[src/rtl/state_sequencer.sv]
// rtl/state_sequencer.sv - programmable state-bus stimulus generator with per-step dwell
//
// Plays a stored sequence of up to eight 8-bit states onto state_out. Each
// state is held for H = dwell * DWELL_UNIT cycles (H = 1 when dwell = 0).
//
// Ports:
//   clk, rst_n          clock, asynchronous active-low reset
//   wr_en/wr_addr/wr_data   sequence slot write port (accepted in any state)
//   seq_last, dwell, loop   run configuration, latched when a run starts
//   start, abort        run control (abort has priority)
//   state_out           currently driven state
//   strobe              one-cycle pulse on every step load
//   busy                high while a run is in progress
//   done                one-cycle pulse on normal completion
//   step_idx            slot index currently driven

module state_sequencer #(
    parameter int DWELL_UNIT = 10000
) (
    input  logic       clk,
    input  logic       rst_n,
    input  logic       wr_en,
    input  logic [2:0] wr_addr,
    input  logic [7:0] wr_data,
    input  logic [2:0] seq_last,
    input  logic [3:0] dwell,
    input  logic       loop,
    input  logic       start,
    input  logic       abort,
    output logic [7:0] state_out,
    output logic       strobe,
    output logic       busy,
    output logic       done,
    output logic [2:0] step_idx
);

    // Wide enough for the longest hold (15 steps) minus one, so it never wraps.
    localparam int CW = $clog2(15 * DWELL_UNIT + 1);

    typedef enum logic [0:0] {
        IDLE = 1'b0,
        HOLD = 1'b1
    } seq_state_t;

    seq_state_t    state, state_n;
    logic [CW-1:0] cnt, cnt_n;
    logic [3:0]    dwell_q, dwell_n;
    logic [2:0]    last_q, last_n;
    logic          loop_q, loop_n;
    logic [7:0]    out_n;
    logic [2:0]    idx_n;
    logic          strobe_n, busy_n, done_n;
    logic [2:0]    idx_inc;

    logic [7:0]    mem [8];

    // Counter reload value H-1 for a given dwell setting.
    function automatic logic [CW-1:0] hold_reload(input logic [3:0] d);
        logic [31:0] prod;
        prod = {28'd0, d} * 32'(DWELL_UNIT);
        if (d == 4'd0)
            return '0;
        else
            return CW'(prod - 32'd1);
    endfunction

    // Sequence storage. A write lands on the edge, so a load in the same
    // cycle still sees the previous slot contents.
    always_ff @(posedge clk or negedge rst_n) begin
        if (!rst_n) begin
            for (int i = 0; i < 8; i++)
                mem[i] <= 8'h00;
        end else if (wr_en) begin
            mem[wr_addr] <= wr_data;
        end
    end

    assign idx_inc = step_idx + 3'd1;

    always_comb begin
        state_n  = state;
        cnt_n    = cnt;
        dwell_n  = dwell_q;
        last_n   = last_q;
        loop_n   = loop_q;
        out_n    = state_out;
        idx_n    = step_idx;
        strobe_n = 1'b0;
        done_n   = 1'b0;

        case (state)
            IDLE: begin
                if (start && !abort) begin
                    state_n  = HOLD;
                    dwell_n  = dwell;
                    last_n   = seq_last;
                    loop_n   = loop;
                    idx_n    = 3'd0;
                    out_n    = mem[0];
                    strobe_n = 1'b1;
                    cnt_n    = hold_reload(dwell);
                end
            end
            HOLD: begin
                if (abort) begin
                    // Output and index freeze where they are.
                    state_n = IDLE;
                    cnt_n   = '0;
                end else if (cnt != '0) begin
                    cnt_n = cnt - 1'b1;
                end else if (step_idx != last_q) begin
                    idx_n    = idx_inc;
                    out_n    = mem[idx_inc];
                    strobe_n = 1'b1;
                    cnt_n    = hold_reload(dwell_q);
                end else if (loop_q) begin
                    idx_n    = 3'd0;
                    out_n    = mem[0];
                    strobe_n = 1'b1;
                    cnt_n    = hold_reload(dwell_q);
                end else begin
                    state_n = IDLE;
                    done_n  = 1'b1;
                end
            end
            default: begin
                state_n = IDLE;
            end
        endcase

        busy_n = (state_n == HOLD);
    end

    always_ff @(posedge clk or negedge rst_n) begin
        if (!rst_n) begin
            state     <= IDLE;
            cnt       <= '0;
            dwell_q   <= 4'd0;
            last_q    <= 3'd0;
            loop_q    <= 1'b0;
            state_out <= 8'h00;
            step_idx  <= 3'd0;
            strobe    <= 1'b0;
            busy      <= 1'b0;
            done      <= 1'b0;
        end else begin
            state     <= state_n;
            cnt       <= cnt_n;
            dwell_q   <= dwell_n;
            last_q    <= last_n;
            loop_q    <= loop_n;
            state_out <= out_n;
            step_idx  <= idx_n;
            strobe    <= strobe_n;
            busy      <= busy_n;
            done      <= done_n;
        end
    end

endmodule

[config.mk]
export PLATFORM = sky130hd
export DESIGN_NAME = state_sequencer
export DESIGN_NICKNAME = d
export VERILOG_FILES = /design/src/rtl/state_sequencer.sv
export SDC_FILE = /design/constraint.sdc
export NUM_CORES = 1
export LEC_CHECK = 0
export BUFFER_PORTS_ARGS = -buffer_cell sky130_fd_sc_hd__buf_2
export CAP_MARGIN = 15
export CORE_MARGIN = 5
export CORE_UTILIZATION = 55
export DETAILED_ROUTE_END_ITERATION = 8
export HOLD_SLACK_MARGIN = 0.03
export PLACE_DENSITY_LB_ADDON = 0.1
export SLEW_MARGIN = 25
export SYNTH_ARGS = -nofsm -noshare
export SYNTH_HDL_FRONTEND = slang
export SYNTH_SLANG_ARGS = --single-unit
[constraint.sdc]
create_clock -name clk -period 8.92 [get_ports clk]
set_clock_uncertainty 0.2 [all_clocks]
set_input_delay 0.892 -clock clk [delete_from_list [all_inputs] [get_ports clk]]
set_output_delay 0.892 -clock clk [all_outputs]
set_load 0.005 [all_outputs]
* Word-level counts from Yosys, hierarchy flattened
Index checks and enable logic that the tools add are counted.
** Storage, ports and cells
- Bits in writable memories :: 0
- Memories kept :: 0
- Bits of input ports :: 24
- ROM bits :: 0
- Latch bits :: 0
- Register bits :: 104
- Output and inout bits :: 14
** Operators by class
- Mux-type cells :: 40
- Reduce and logical (&&, ||, !) cells :: 9
- Add/subtract/negate cells :: 4
- Equality and inequality tests :: 6
- Div/mod/pow operators :: 0
- Bitwise operators :: 3
- Multipliers :: 2
- Shift-type cells :: 0
- $lt $le $gt $ge :: 3
** Operators with widths (count)
- $mux 18 :: 7
- $bwmux 64 :: 1
- $mux 8 :: 8
- $sub 18x1->18 const B :: 3
- $pmux 18 s2 :: 1
- $mul 4x10->14 const B :: 2
- $bmux 8 s3 :: 1
- $demux 8 s3 :: 1
- $reduce_bool 18->1 :: 1
- $pmux 8 s2 :: 1
- $mux 3 :: 5
- $mux 1 :: 12
- $ge 4x4->1 const B :: 2
- $logic_not 4->1 :: 2
- $not 3->4 :: 2
- $ne 2x2->1 const B :: 3
- $pmux 3 s2 :: 1
- $ne 5x2->1 const B :: 1
- $lt 4x1->1 const B :: 1
- $pmux 1 s2 :: 2
- $reduce_and 2->1 :: 2
- $reduce_and 4->1 :: 1
- $add 3x1->3 const B :: 1
- $ne 3x1->1 const B :: 1
- other kinds (4) :: 5

* Longest topological paths before layout
Gate-level depths: netlist of run 1.
- Depth after elaboration :: 9
- Depth in mapped cells :: 12
- Mapped depth without buffers :: 12

* Worst setup path after synthesis of run 1
OpenSTA, ideal clock, no wires.
- Kind :: input port to flip-flop
- Start point :: in dwell[2]
- End point :: reg cnt[16]
- Arrival :: 3796 ps
- Slack :: 4786 ps
- Stages on the path :: 12
- Path buffers :: 1
- Cells stage by stage :: clkbuf_1 -> inv_1 -> fa_1 -> inv_1 -> ha_1 -> ha_1 -> a211oi_1 -> nor2_1 -> o311ai_0 -> o311ai_0 -> nand3b_1 -> o221ai_1
** On the way
- Word-level cells in the longest chain between the ends :: 5
- Elaborated cells between the ends (all ways) :: 6
- Those cells by class :: 1 x add/sub; 1 x mul; 3 x mux; 1 x reduce/logical
** Ends and longest elaborated chain
- start, declared :: line 26 : input logic [3:0] dwell,
- $mul 4x10->14 :: line 60 : prod = {28'd0, d} * 32'(DWELL_UNIT);
- $sub 18x1->18 :: line 64 : return CW'(prod - 32'd1);
- $mux 18 * :: line 61 : if (d == 4'd0)
- $mux 18 * :: line 93 : if (start && !abort) begin
- $pmux 18 s2 * :: line 91 : case (state)
- end signal, assigned :: line 148 : cnt <= cnt_n;
- end, declared :: line 46 : logic [CW-1:0] cnt, cnt_n;
Mark *: on every way between the ends. The rest lies on a longest branch, timed or not. The select of a mux whose other input is x is not followed.
A chain may end at the register's enable or synchronous reset.

* Worst setup path in the final report of run 1
Ends and elaborated chain as after synthesis.

==> impl_metrics.json, run 1 <==
{
  "die_footprint_sq_um": 14300,
  "critical_path_data_arrival_time_ns": 4.15,
  "mostFrequentLayoutCells": "sky130_fd_sc_hd__dfrtp_1 (104), sky130_fd_sc_hd__mux2_2 (68), sky130_fd_sc_hd__nand2_1 (53), sky130_fd_sc_hd__ha_1 (38), sky130_fd_sc_hd__buf_2 (36)",
  "final_antenna_net_count": 0,
  "drt-pass1-iter-count": 4,
  "synth_top_family_by_area": "multiplexers",
  "numClockSinks": 104,
  "design.final.nets": 698,
  "synth-warning-count": 0,
  "ir_drop_uv": 192,
  "post_synth_fa_ha_maj_area_fraction_pct": 9.01,
  "ctsHtreeMaxLevel": 3,
  "area_growth_pct": 9.58,
  "groute.usage.overall_pct": 22.5,
  "globalRoute.totalOverflow": 0,
  "proportion_of_register_bits_with_asynchronous_set_or_reset_after_synthesis_pct": 100,
  "clkTransAtPathRegs_ns": 0.07,
  "cts_repair_resize_count": 0,
  "setup.worst_path.start_class": "primary input",
  "worst-slew-pin-transition_ns": 0.876,
  "ff2ff_setup_slack_ns": 4.89,
  "total_power_divided_by_cell_area_nw_per_um2": 236,
  "std_cell_rows": 40,
  "via_count_of_the_first_global_routing_pass": 5044,
  "run_status": "completed",
  "final-hold-violation-count": 0,
  "route.detailed.vias_per_inst": 6.13,
  "critical_path.endpoint_type": "flip-flop",
  "initial_core_util_pct": 55.5,
  "worstPathRequired_ns": 8.94,
  "r2r_cells": 12,
  "detailedRoute.firstIterationViolations": 255,
  "cts_made_buffers": 9,
  "gpl.final_weighted_congestion": 0.886,
  "post_cts_buffers": 0,
  "place.detailed.instances": 766,
  "core-area_sq_um": 11900,
  "timing.fmax_ghz": 0.242,
  "most_frequent_standard_cell_in_the_layout_excluding_fill_and_tap_cells": "sky130_fd_sc_hd__dfrtp_1",
  "detailroute.via_count": 4790,
  "final.setup.tns_ns": 0,
  "tritoncts": "built",
  "worstHoldPathType": "flip-flop to flip-flop",
  "critical_path_class": "primary input to flip-flop",
  "max_capacitance_violation_total": 0,
  "slew-limit-headroom_pct": 41.4,
  "synth.cell_area_sq_um": 6610,
  "proportion_of_synthesized_area_in_mux_cells_pct": 19.5,
  "yosysUniqueCellTypes": 68,
  "clk_latency_ns": 0.35,
  "ctsHoldBuffers": 0,
  "cts-root-to-sink-buffers": 2,
  "die_h_um": 120,
  "clock_tree.root_cell": "sky130_fd_sc_hd__clkbuf_16",
  "worst_hold_slack_ns": 0.303,
  "hold_path_startpoint": "mem[5]",
  "number_of_cells_traversed_by_the_worst_hold_path": 1,
  "syn-num-nets": 666,
  "grt_start_max_net_pins": 60,
  "grt_first_pass_wirelength_um": 25700,
  "dominantRegCellSynth": "sky130_fd_sc_hd__dfrtp_1",
  "floorplan.io_pins": 38,
  "detailed_route_wire_length_per_cell_um": 19.4,
  "synth-edff-count": 0,
  "fillerInstances": 984,
  "fp.dieW_um": 120,
  "yosys_register_bits": 104,
  "rr_startpoint": "dwell_q[2]",
  "report.final.slew_viol_count": 0,
  "detail_route.drc_violations": 0,
  "synth_seq_area_share_pct": 39.4,
  "synthCells": 598,
  "power.total_mw": 1.71,
  "detail_route.wirelength_um": 15100,
  "drive_gt1_share_pct": 26.9,
  "leakagePower_nw": 3.10,
  "synth_area_per_cell_sq_um": 11.1,
  "setup_slack_ns": 4.79,
  "setup_violations": 0,
  "holdPathEnd": "mem[5]",
  "diode_insertion_count_for_antenna_repair": 0,
  "pre_cts_slack_ns": 4.50,
  "rsz0062_at_grt": "no",
  "area_fraction_in_compound_gates_after_synthesis_pct": 11.5,
  "post-route-period-util_pct": 46.3,
  "regToRegEndpoint": "cnt[15]",
  "yosys.area_share.simple_pct": 12.9,
  "finalCriticalPeriod_ns": 4.13,
  "place.port_buffers": 37,
  "antenna_violations_before_repair": 0,
  "crit_path_max_fanout": 12,
  "final_cell_count_no_fill": 782,
  "xor_xnor_share_of_the_synthesized_area_pct": 4.45,
  "dp_hpwl_um": 10900
}
[cell families (layout without fill, tap and decap cells)]
group / after synthesis / after routing
AND/OR/NAND/NOR: 158 / 158
AO/OA/AOI/OAI: 116 / 116
flip-flops: 104 / 104
multiplexers: 98 / 98
buffers and inverters: 46 / 83
adder cells (fa/ha/maj): 44 / 44
XOR/XNOR: 32 / 32
[cell usage after synthesis, drive strengths merged, types with 2 or more instances]
library cell,n,area [sq um]
inv,24,90.1
fa,6,120
and3,2,12.5
clkbuf,14,62.6
nand2b,2,12.5
nand4b,5,43.8
buf,7,41.3
o211ai,7,52.6
o311ai,5,43.8
a211oi,3,22.5
ha,38,475
nor2b,3,18.8
and2,5,31.3
or3,3,18.8
o21ai,37,196
mux2,73,841
mux2i,9,90.1
o21a,5,37.5
mux4,16,360
nor2,33,124
o221ai,2,17.5
or4,5,45.0
nor3,9,45.0
xor2,14,123
nor4,6,73.8
a31oi,6,37.5
a211o,3,26.3
nand3,10,55.1
xnor2,17,149
a32oi,5,43.8
nand2,53,199
dfrtp,104,2600
or2,7,46.3
nor4b,4,41.3
nor3b,5,37.5
a21o,2,15.0
a21oi,28,140
nand4,2,12.5
[stage by stage]
stage	util, %	cell area [sq um]
floorplan	-	6610
global placement	58.1	6920
detailed placement	58.1	6920
CTS	60.8	7240
global route	60.8	7240
finish	60.8	7240
[worst max path at each step]
stage,to,depth (start not counted),from
6_report,cnt[16],12,dwell[2]
2_1_floorplan,cnt[16],12,dwell[2]
3_5_place_dp,cnt[16],12,dwell[2]
5_1_grt,cnt[16],12,dwell[2]
4_1_cts,cnt[16],12,dwell[2]
3_3_place_gp,cnt[16],12,dwell[2]
[routing by layer]
metal | vias to the layer above | GRT usage, % | wire [um]
met5 | - | 0 | 0
met2 | 98 | 40.3 | 7980
met4 | 0 | 8.59 | 476
met1 | 2399 | 26.8 | 6130
met3 | 37 | 4.10 | 554
li1 | 2256 | - | -
[sequential cells by signal, summed over array words and instances (netlist names)]
register / cells
cnt: 18
last_q: 3
loop_q: 1
state: 1
done: 1
step_idx: 3
dwell_q: 4
state_out: 8
strobe: 1
mem: 64
[final cells by class]
cell class	count	area [sq um]	share of cell area, %
tap	147	184	2.54
sequential	104	2600	35.9
inverter	24	90.1	1.24
clock buffer	11	253	3.49
timing repair buffer	43	233	3.21
clock inverter	5	67.6	0.933
multi-input combinational	448	3810	52.7
[power breakdown]
| group | leakage, nW | switching (mW) | total [mW] | internal [mW] |
|---|---|---|---|---|
| sequential | 1.25 | 0.0904 | 0.674 | 0.584 |
| combinational | 1.68 | 0.303 | 0.614 | 0.311 |
| clock | 0.159 | 0.183 | 0.420 | 0.238 |
| total | 3.10 | 0.576 | 1.71 | 1.13 |
[critical path, stage by stage]
cell and delay, ns:
sky130_fd_sc_hd__buf_2 0.23, sky130_fd_sc_hd__inv_1 0.20, sky130_fd_sc_hd__fa_1 0.54, sky130_fd_sc_hd__inv_1 0.04, sky130_fd_sc_hd__ha_1 0.34, sky130_fd_sc_hd__ha_1 0.33, sky130_fd_sc_hd__a211oi_1 0.32, sky130_fd_sc_hd__nor2_1 0.14
sky130_fd_sc_hd__o311ai_0 0.65, sky130_fd_sc_hd__o311ai_0 0.24, sky130_fd_sc_hd__nand3b_1 0.13, sky130_fd_sc_hd__o221ai_1 0.10
Note: power is estimated with default switching activity, not from simulation.
==> run 2, diff against run 1 <==
Clock period 8.92 ns to 4.2 ns, I/O delays scaled along.
==> impl_metrics.json, run 2 (synthesis gave the netlist of run 1 again) <==
{
  "worst_path_largest_cell_delay_ns": 0.56,
  "final.setup.tns_ns": 0,
  "floorplan.io_pins": 38,
  "detailedRoute.firstIterationViolations": 335,
  "detailroute.via_count": 4785,
  "initial_core_util_pct": 55.5,
  "most_frequent_standard_cell_in_the_layout_excluding_fill_and_tap_cells": "sky130_fd_sc_hd__dfrtp_1",
  "critical_path.endpoint_type": "flip-flop",
  "max_capacitance_violation_total": 0,
  "finalCriticalPeriod_ns": 3.94,
  "power.share.sequential_pct": 39.8,
  "post_cts_buffers": 0,
  "critical_path.cell_chain": "inv_1 -> fa_1 -> inv_1 -> ha_1 -> inv_1 -> fa_1 -> xnor2_1 -> nor4b_1 -> o21ai_0 -> a2111o_1 -> o211ai_1 -> a31oi_1",
  "clock_tree.root_cell": "sky130_fd_sc_hd__clkbuf_16",
  "ctsHoldBuffers": 1,
  "groute.usage.overall_pct": 22.0,
  "antenna_violations_before_repair": 0,
  "design_area_sq_um": 7250,
  "rsz0062_at_grt": "no",
  "rr_startpoint": "dwell_q[2]",
  "critical_path_cell_with_the_highest_stage_delay": "sky130_fd_sc_hd__fa_1",
  "total_power_divided_by_cell_area_nw_per_um2": 494,
  "crit_path_max_fanout": 10,
  "area_growth_pct": 9.63,
  "p_comb_share_pct": 36.6,
  "clk_latency_ns": 0.35,
  "detail_route.wirelength_um": 14800,
  "grt_first_pass_wirelength_um": 25000,
  "leakagePower_nw": 3.10,
  "worst-slew-pin-transition_ns": 0.922,
  "design.final.nets": 701,
  "drt-pass1-iter-count": 4,
  "gpl.final_weighted_congestion": 0.897,
  "report.final.slew_viol_count": 0,
  "cts_made_buffers": 9,
  "critPathMostFrequentCell": "sky130_fd_sc_hd__inv_1",
  "slew-limit-headroom_pct": 38.5,
  "switchingPower_mw": 1.23,
  "worstPathRequired_ns": 4.22,
  "final_antenna_net_count": 0,
  "place.port_buffers": 37,
  "diode_insertion_count_for_antenna_repair": 0,
  "tritoncts": "built",
  "mostFrequentLayoutCells": "sky130_fd_sc_hd__dfrtp_1 (104), sky130_fd_sc_hd__mux2_2 (68), sky130_fd_sc_hd__nand2_1 (53), sky130_fd_sc_hd__ha_1 (38), sky130_fd_sc_hd__buf_2 (36)",
  "setup_violations": 0,
  "numClockSinks": 104,
  "p_clk_share_pct": 23.6,
  "ir_drop_uv": 450,
  "run_status": "completed",
  "critical_path_data_arrival_time_ns": 3.96,
  "largestRegisters": "mem (64), cnt (18), state_out (8)",
  "drive_gt1_share_pct": 27.1,
  "setup.worst_path.start_class": "flip-flop",
  "grt_start_max_net_pins": 72,
  "die_footprint_sq_um": 14300,
  "final-hold-violation-count": 0,
  "fp.dieW_um": 120,
  "cts-root-to-sink-buffers": 2,
  "clkTransAtPathRegs_ns": 0.07,
  "ctsHtreeMaxLevel": 3,
  "dp_hpwl_um": 10700,
  "place.detailed.instances": 768,
  "fillerInstances": 1027,
  "std_cell_rows": 40,
  "p_sw_share_pct": 34.3,
  "via_count_of_the_first_global_routing_pass": 4935,
  "die_h_um": 120,
  "detail_route.drc_violations": 0,
  "largest_register_ffs": 64,
  "max_flop_register": "mem",
  "timing.fmax_ghz": 0.254,
  "hold_path_startpoint": "loop",
  "power.internal_mw": 2.35,
  "route.detailed.vias_per_inst": 6.10,
  "final_cell_count_no_fill": 785,
  "post-route-period-util_pct": 93.8,
  "cp-startpoint": "dwell_q[2]",
  "dpl_cell_area_sq_um": 6940,
  "worstHoldPathType": "primary input to flip-flop",
  "globalRoute.totalOverflow": 0,
  "critical_path_class": "flip-flop to flip-flop",
  "cts_repair_resize_count": 0,
  "core-area_sq_um": 11900,
  "detailed_route_wire_length_per_cell_um": 18.9
}
## run 2: cell count changes in the layout (fill, tap and decap cells not counted), sizes merged
cell and delta:
clkinvlp +1, buf +2, dlygate4sd3 +1, bufinv -1
## run 2: worst max-delay path, delay by kind of cell, from the launching register on
family          cells  cell delay, ns
simple gates        1            0.42
flops               1            0.55
buf+inv             3            0.34
fa+ha+maj           3            1.30
compound gates      4            0.81
xor+xnor            1            0.19
## run 2: area by class of cell
class,count,area (sq um),share of cell area [%]
timing repair buffer,46,258,3.56
tap,147,184,2.54
clock buffer,11,253,3.49
inverter,24,90.1,1.24
multi-input combinational,448,3810,52.6
sequential,104,2600,35.9
clock inverter,5,46.3,0.639
## run 2: power by group through the flow
stage	sequential (mW)	combinational, mW	clock, mW
2_1_floorplan	1.40	1.00	0
3_3_place_gp	1.43	1.28	0
3_5_place_dp	1.44	1.31	0
4_1_cts	1.43	1.32	0.864
5_1_grt	1.46	1.46	0.908
6_report	1.43	1.31	0.844
## run 2: final timing paths
check                        endpoint  slack, ns  depth (start not counted)
min in group asynchronous  dwell_q[2]       0.54                          2
min reg2reg                   mem[52]       0.30                          1
max in group asynchronous      cnt[5]       2.28                          3
max reg2reg                   cnt[15]       0.26                         12
min                            loop_q       0.05                          3
max                           cnt[15]       0.26                         12
## run 2: metal layers
| metal | vias to the layer above | track usage, % | wire, um |
|---|---|---|---|
| met5 | - | 0 | 0 |
| met4 | 0 | 9.31 | 516 |
| met3 | 37 | 3.96 | 467 |
| met2 | 93 | 39.2 | 7750 |
| met1 | 2393 | 26.2 | 6080 |
| li1 | 2262 | - | - |
## run 2: metrics by stage
stage	total power, mW	hold WS, ns	util, %	setup slack (ns)
2_1_floorplan	2.40	-0.0756	-	0.538
3_3_place_gp	2.71	0.283	58.3	0.407
3_5_place_dp	2.76	0.290	58.3	0.248
4_1_cts	3.61	0.0444	60.9	0.234
5_1_grt	3.83	0.0567	60.9	0.0400
6_report	3.58	0.0522	60.9	0.259
